<file path="config.mk">
export PLATFORM = sky130hd
export DESIGN_NAME = serial_adder_ctrl
export DESIGN_NICKNAME = d
export VERILOG_FILES = /design/src/rtl/adder_pkg.sv /design/src/rtl/fa_cell.sv /design/src/rtl/serial_adder_ctrl.sv
export SDC_FILE = /design/constraint.sdc
export NUM_CORES = 1
export LEC_CHECK = 0
export ABC_AREA = 1
export CORE_ASPECT_RATIO = 0.6
export CORE_MARGIN = 1
export CORE_UTILIZATION = 50
export DETAILED_ROUTE_END_ITERATION = 8
export PLACE_DENSITY = 0.76
export SLEW_MARGIN = 15
export SYNTH_ARGS = -nofsm -noshare
export SYNTH_HDL_FRONTEND = slang
export SYNTH_SLANG_ARGS = --single-unit
</file>
<file path="constraint.sdc">
create_clock -name clk -period 1.3 [get_ports clk]
set_input_delay 0.26 -clock clk [delete_from_list [all_inputs] [get_ports clk]]
set_output_delay 0.26 -clock clk [all_outputs]
set_load 0.005 [all_outputs]
</file>
<file path="src/rtl/adder_pkg.sv">
// Shared definitions for the adder library: controller state encoding and default width.
package adder_pkg;

  localparam logic [1:0] IDLE = 2'd0;
  localparam logic [1:0] RUN  = 2'd1;
  localparam logic [1:0] DONE = 2'd2;

  localparam int unsigned DefaultWidth = 8;

  typedef enum logic [1:0] {
    StIdle = IDLE,
    StRun  = RUN,
    StDone = DONE
  } state_e;

endpackage

</file>
<file path="src/rtl/fa_cell.sv">
// Combinational 1-bit full adder.
module fa_cell (
  input  logic a,
  input  logic b,
  input  logic cin,
  output logic sum,
  output logic cout
);

  assign sum  = a ^ b ^ cin;
  assign cout = (a & b) | (cin & (a ^ b));

endmodule

</file>
<file path="src/rtl/serial_adder_ctrl.sv">
// Bit-serial adder: steps one full-adder cell over WIDTH cycles, LSB first,
// with a start/busy/done handshake.
module serial_adder_ctrl
  import adder_pkg::*;
#(
  parameter int unsigned WIDTH = DefaultWidth
) (
  input  logic             clk,
  input  logic             rst,
  input  logic             start,
  input  logic [WIDTH-1:0] a,
  input  logic [WIDTH-1:0] b,
  input  logic             cin,
  output logic             busy,
  output logic             done,
  output logic [WIDTH-1:0] sum,
  output logic             cout
);

  localparam int unsigned CntW = $clog2(WIDTH) + 1;

  state_e            state_q, state_d;
  logic [WIDTH-1:0]  sa_q, sa_d;
  logic [WIDTH-1:0]  sb_q, sb_d;
  logic [WIDTH-1:0]  sum_q, sum_d;
  logic [CntW-1:0]   cnt_q, cnt_d;
  logic              carry_q, carry_d;
  logic              cout_q, cout_d;
  logic              fa_sum, fa_cout;

  fa_cell u_fa_cell (
    .a    (sa_q[0]),
    .b    (sb_q[0]),
    .cin  (carry_q),
    .sum  (fa_sum),
    .cout (fa_cout)
  );

  always_comb begin
    state_d = state_q;
    sa_d    = sa_q;
    sb_d    = sb_q;
    sum_d   = sum_q;
    cnt_d   = cnt_q;
    carry_d = carry_q;
    cout_d  = cout_q;
    unique case (state_q)
      StIdle, StDone: begin
        if (start) begin
          sa_d    = a;
          sb_d    = b;
          carry_d = cin;
          cnt_d   = '0;
          state_d = StRun;
        end else begin
          state_d = StIdle;
        end
      end
      StRun: begin
        sa_d    = sa_q >> 1;
        sb_d    = sb_q >> 1;
        // Shift form stays legal when WIDTH is 1.
        sum_d   = (sum_q >> 1) | (WIDTH'(fa_sum) << (WIDTH - 1));
        carry_d = fa_cout;
        cnt_d   = cnt_q + CntW'(1);
        if (cnt_q == CntW'(WIDTH - 1)) begin
          // cout is a separate flop so it holds across the next RUN.
          cout_d  = fa_cout;
          state_d = StDone;
        end
      end
      default: state_d = StIdle;
    endcase
  end

  always_ff @(posedge clk) begin
    if (rst) begin
      state_q <= StIdle;
      sa_q    <= '0;
      sb_q    <= '0;
      sum_q   <= '0;
      cnt_q   <= '0;
      carry_q <= 1'b0;
      cout_q  <= 1'b0;
    end else begin
      state_q <= state_d;
      sa_q    <= sa_d;
      sb_q    <= sb_d;
      sum_q   <= sum_d;
      cnt_q   <= cnt_d;
      carry_q <= carry_d;
      cout_q  <= cout_d;
    end
  end

  assign busy = (state_q == StRun);
  assign done = (state_q == StDone);
  assign sum  = sum_q;
  assign cout = cout_q;

endmodule

</file>
==> results of run 1 <==
critical path, delay by kind of cell (launching register included):
family	cells	cell delay [ps]
flops	1	350
simple gates	1	70
buf+inv	2	280
logic make-up after synthesis:
| family | Yosys count |
|---|---|
| simple gates | 105 |
| buf+inv | 35 |
| flops | 32 |
| fa+ha+maj | 2 |
| compound gates | 32 |
sequential cells by signal (all words and copies together) (netlist names):
signal	count
sb_q	8
carry_q	1
sa_q	8
sum	8
state_q	2
cnt_q	4
cout	1
metrics by stage:
step           power, mW  setup TNS [ps]
3_3_place_gp        1.49           -1070
6_report            2.24               0
3_5_place_dp        1.49           -1450
4_1_cts             2.25               0
5_1_grt             2.36           -6.80
2_1_floorplan       1.37               0
routing by layer:
layer | track usage, % | vias up | routed length (µm)
met5 | 0 | - | 0
met4 | 7.92 | 0 | 29
met3 | 5.53 | 4 | 177
met2 | 32.7 | 30 | 1440
met1 | 35.7 | 651 | 1780
li1 | - | 737 | -
layout make-up:
cell class                      count  area [µm²]
Multi-Input combinational cell    139         734
Clock buffer                        8        90.1
Sequential cell                    32         653
Inverter                           20        77.6
Timing Repair Buffer               38         350
Tap cell                           42        52.6
Fill cell                         274         970
where the power goes:
group | leakage (nW) | switching (mW) | internal, mW | total [mW]
logic | 0.532 | 0.203 | 0.173 | 0.375
clock network | 0.0455 | 0.337 | 0.431 | 0.768
registers | 0.266 | 0.0446 | 1.05 | 1.09
total | 0.844 | 0.584 | 1.65 | 2.24
cell usage after synthesis:
| cell | number | area [µm²] |
|---|---|---|
| buf_12 | 1 | 20.0 |
| nor2_4 | 1 | 11.3 |
| inv_4 | 1 | 6.26 |
| a21oi_2 | 4 | 35.0 |
| buf_6 | 5 | 56.3 |
| dfxtp_1 | 32 | 641 |
| o21ai_0 | 4 | 20.0 |
| a21oi_1 | 17 | 85.1 |
| nand4_1 | 1 | 6.26 |
| nand2_4 | 2 | 22.5 |
| buf_4 | 3 | 22.5 |
| buf_2 | 4 | 20.0 |
| buf_8 | 1 | 15.0 |
| ha_1 | 1 | 12.5 |
| inv_2 | 1 | 3.75 |
| nand3_1 | 48 | 240 |
| nor2_1 | 22 | 82.6 |
| o21ai_1 | 6 | 30.0 |
| clkbuf_1 | 1 | 3.75 |
| nand2_1 | 27 | 101 |
| fa_1 | 1 | 20.0 |
| inv_1 | 18 | 67.6 |
| o21a_1 | 1 | 7.51 |
| nand3_2 | 4 | 40.0 |
worst paths after layout:
check                             endpoint  cells past startpoint
worst max register to register        cout                      6
worst min-delay path            state_q[0]                      3
worst max-delay path                  done                      3
worst min register to register        cout                      2
timing repair:
action / 4_1_cts / 5_1_grt
pin swaps: 0 / 0
setup endpoints to repair: 21 / 15
gates resized for setup: 20 / 5
==> results.yml, run 1 <==
sta:
  setup_viol: 0
  final_max_slew_viol_count: 0
  whs_ps: 473
  worst_pin_slew_ps: 359
  period_share_pct: 95.4
  hold_viol_final: 0
  setup_slack_ps: 60.2
  fin_skew_ps: 1.93
  slew_headroom_pct: 76.0
  fmax_ghz: 0.807
  period_minus_slack_ps: 1240
logic_synthesis:
  netlist_area_mm2: 0.00157
  syn_avg_cell_area_um2: 7.62
  syn_inst: 206
  yosysWarnings: 0
  ys_seq_area_share_pct: 40.8
  synth_mux_area_share_pct: 0
  ys_types: 24
  synth-seq-cells: 32
  synth_nets: 228
  synth_xor_area_share_pct: 0
  synth_top_family_by_area: "simple AND/OR/NAND/NOR gates"
  synthSimpleGateAreaFrac_pct: 32.1
  synth_compound_area_share_pct: 11.3
  synthAdderAreaFrac_pct: 2.07
floorplan:
  core-area_mm2: 0.00293
  fp.dieW_um: 74.3
  ios: 31
  initial_core_util_pct: 53.6
  die-area_mm2: 0.00338
  die_y_um: 45.4
  rows: 15
clock_network:
  clockRootBuffer: "clkbuf_8"
  cts.clk_slew.worst_paths_ps: 60
  cts_max_level: 2
  clock_sinks: 32
  ctsHoldBuffers: 0
  tritoncts: "yes"
  clk_path_buf_depth: 2
  clk_latency_ps: 280
  cts_buffers: 5
  cts_setup_buffers: 0
placed_design:
  gp_congestion: 0.771
  dpl_worst_slack_ps: -124
  dp_cells: 271
  port-buffer-count: 30
  dpl_cell_area_mm2: 0.00185
  dpl.hpwl_um: 2210
worst_setup_path:
  regToRegSetupSlack_ps: 90
  cp_slowest_cell: "dfxtp_2"
  startpoint_type: "register"
  crit_fanout: 2
  cp.arrival_ps: 980
  cp_cell_sequence: "inv_2 > nor2_1 > dlygate4sd2_1"
  crit_path_max_incr_delay_ps: 350
  crit_path_end_kind: "output port"
  crit_type: "reg -> out"
  timing.critical_path.from: "state_q[1]"
  worstPathRequired_ps: 1040
  r2r_start: "cnt_q[0]"
detailed_routing:
  avgRoutedWirePerCell_um: 12.3
  vias: 1422
  viasPerCell: 5.10
  drt-total-wl_um: 3430
  drt_iter0_markers: 169
  drtPass1Iterations: 4
  postRouteAntennaNets: 0
  post-route-drc-count: 0
power:
  power.density_mw_per_mm2: 1140
  leakagePower_nw: 0.844
  ir_worst_vdd_mv: 0.827
layout:
  final_util_pct: 66.9
  nets: 258
  drive_gt1_share_pct: 15.2
  final_common_cell: "nand3_1"
  syn_to_final_growth_pct: 24.7
  n_antenna_cell: 0
  final_cell_mix: "48 x nand3_1, 27 x nand2_1, 24 x dfxtp_1"
  stdcell_count: 279
  design_area_mm2: 0.00196
hold_path:
  hold_class: "in -> reg"
  min_from: "start"
global_route:
  grt_pass1_vias: 1239
  grt_max_degree: 30
  overflow: 0
  grt_pass1_wl_um: 5820
  grt.total_usage_pct: 23.6
  antenna_found_initial: 0
run:
  maxCapViolCount: 0
run_status:
  status: "finished clean"
No activity file was read; power rests on OpenSTA's default activity.
==> inputs of run 2 (changes only) <==
REMOVE_ABC_BUFFERS = 1   (was unset)
==> results.yml, run 2 (same netlist as run 1, synthesis figures left out) <==
run_status:
  status: "finished clean"
sta:
  whs_ps: 462
  period_minus_slack_ps: 1250
  rsz0062_at_grt: "yes"
  slew_headroom_pct: 74.6
  hold_viol_final: 0
  period_share_pct: 96.0
  tns_ps: 0
  setup_slack_ps: 52.0
  fin_skew_ps: 7.01
  fmax_ghz: 0.801
  worst_pin_slew_ps: 380
  final_max_slew_viol_count: 0
  setup_viol: 0
layout:
  final_common_cell: "nand3_1"
  syn_to_final_growth_pct: 26.3
  drive_gt1_share_pct: 17.5
  final_cell_mix: "48 x nand3_1, 27 x nand2_1, 22 x nor2_1, 22 x dfxtp_1, 19 x clkdlybuf4s50_1"
  nets: 261
  final_util_pct: 67.7
  design_area_mm2: 0.00198
  n_antenna_cell: 0
detailed_routing:
  vias: 1401
  post-route-drc-count: 0
  drtPass1Iterations: 4
  avgRoutedWirePerCell_um: 11.3
  drt-total-wl_um: 3200
  postRouteAntennaNets: 0
  viasPerCell: 4.97
  drt_iter0_markers: 78
floorplan:
  fp.dieW_um: 74.3
  initial_core_util_pct: 53.6
  ios: 31
  rows: 15
  die_y_um: 45.4
  core-area_mm2: 0.00293
  die-area_mm2: 0.00338
power:
  pwr-share-clk_pct: 38.9
  p_int_mw: 1.80
  power.density_mw_per_mm2: 1220
  ir_worst_vdd_mv: 1.06
  seqPwrFrac_pct: 45.2
  switching_share_pct: 25.4
  leakagePower_nw: 0.858
  p_comb_share_pct: 15.9
  p_sw_mw: 0.613
worst_setup_path:
  worstPathRequired_ps: 1040
  crit_type: "reg -> out"
  crit_path_end_kind: "output port"
  cp_slowest_cell: "dfxtp_4"
  startpoint_type: "register"
  crit_fanout: 4
  cp_cell_sequence: "inv_4 > nor2_4 > clkdlybuf4s15_1"
  crit_path_max_incr_delay_ps: 370
  cp.arrival_ps: 990
placed_design:
  dpl_worst_slack_ps: -169
  gp_congestion: 0.778
  dpl_cell_area_mm2: 0.00185
  port-buffer-count: 30
  dpl.hpwl_um: 2090
clock_network:
  tritoncts: "yes"
  cts.clk_slew.worst_paths_ps: 70
  cts_buffers: 5
  clk_latency_ps: 280
  cts_max_level: 2
  clk_path_buf_depth: 2
  clock_sinks: 32
  ctsHoldBuffers: 0
  clockRootBuffer: "clkbuf_8"
global_route:
  overflow: 0
  busiest_layer: "met2"
  grt_pass1_vias: 1151
  grt.total_usage_pct: 21.1
  grt_pass1_wl_um: 5190
  grtUsageMet1_pct: 28.3
  grt_max_degree: 30
  use_met2_pct: 32.4
  antenna_found_initial: 0
  grt_util_met3_pct: 6.64
hold_path:
  hold_class: "reg -> reg"
run:
  maxCapViolCount: 0
-- run 2: metal layers --
layer	up-vias	routed length [µm]
li1	742	-
met1	626	1700
met2	29	1320
met3	4	139
met4	0	30
met5	-	0
-- run 2: stage by stage --
| stage | cells | power (mW) |
|---|---|---|
| floorplan | 191 | 1.30 |
| global placement | 271 | 1.49 |
| detailed placement | 271 | 1.49 |
| CTS | 282 | 2.43 |
| global route | 282 | 2.52 |
| finish | 282 | 2.41 |
-- run 2: timing repair --
action | CTS | global route
buffers inserted | 3 | 0
endpoints found under the setup margin | 11 | 12
gates resized for setup | 22 | 4
gates cloned | 0 | 0
-- run 2: final timing paths --
path	slack, ps	cells after the start	start	end
worst max register to register	100	6	state_q[0]	state_q[0]
worst min-delay path	460	2	cout	cout
worst max-delay path	50	3	state_q[0]	busy
worst min register to register	460	2	cout	cout
-- run 2: power by group through the flow --
stage	registers, mW	logic (mW)	clock network [mW]
after global placement	1.11	0.377	0
after detailed placement	1.11	0.379	0
after CTS	1.09	0.380	0.959
after floorplan	1.11	0.184	0
after global routing	1.10	0.429	0.997
final	1.09	0.384	0.940
-- run 2: cell type report --
class / instances / area (µm²)
clock buffers: 6 / 72.6
clock inverters: 2 / 35.0
fillers: 278 / 945
inverters: 20 / 77.6
multi-input cells: 139 / 723
flip-flops and latches: 32 / 656
well taps: 42 / 52.6
repair buffers: 41 / 367
-- run 2: worst max-delay path: cells and delay by family (launching register included) --
family                 cells  cell delay, ps
flip-flops                 1             370
buffers and inverters      2             250
AND/OR/NAND/NOR            1              80
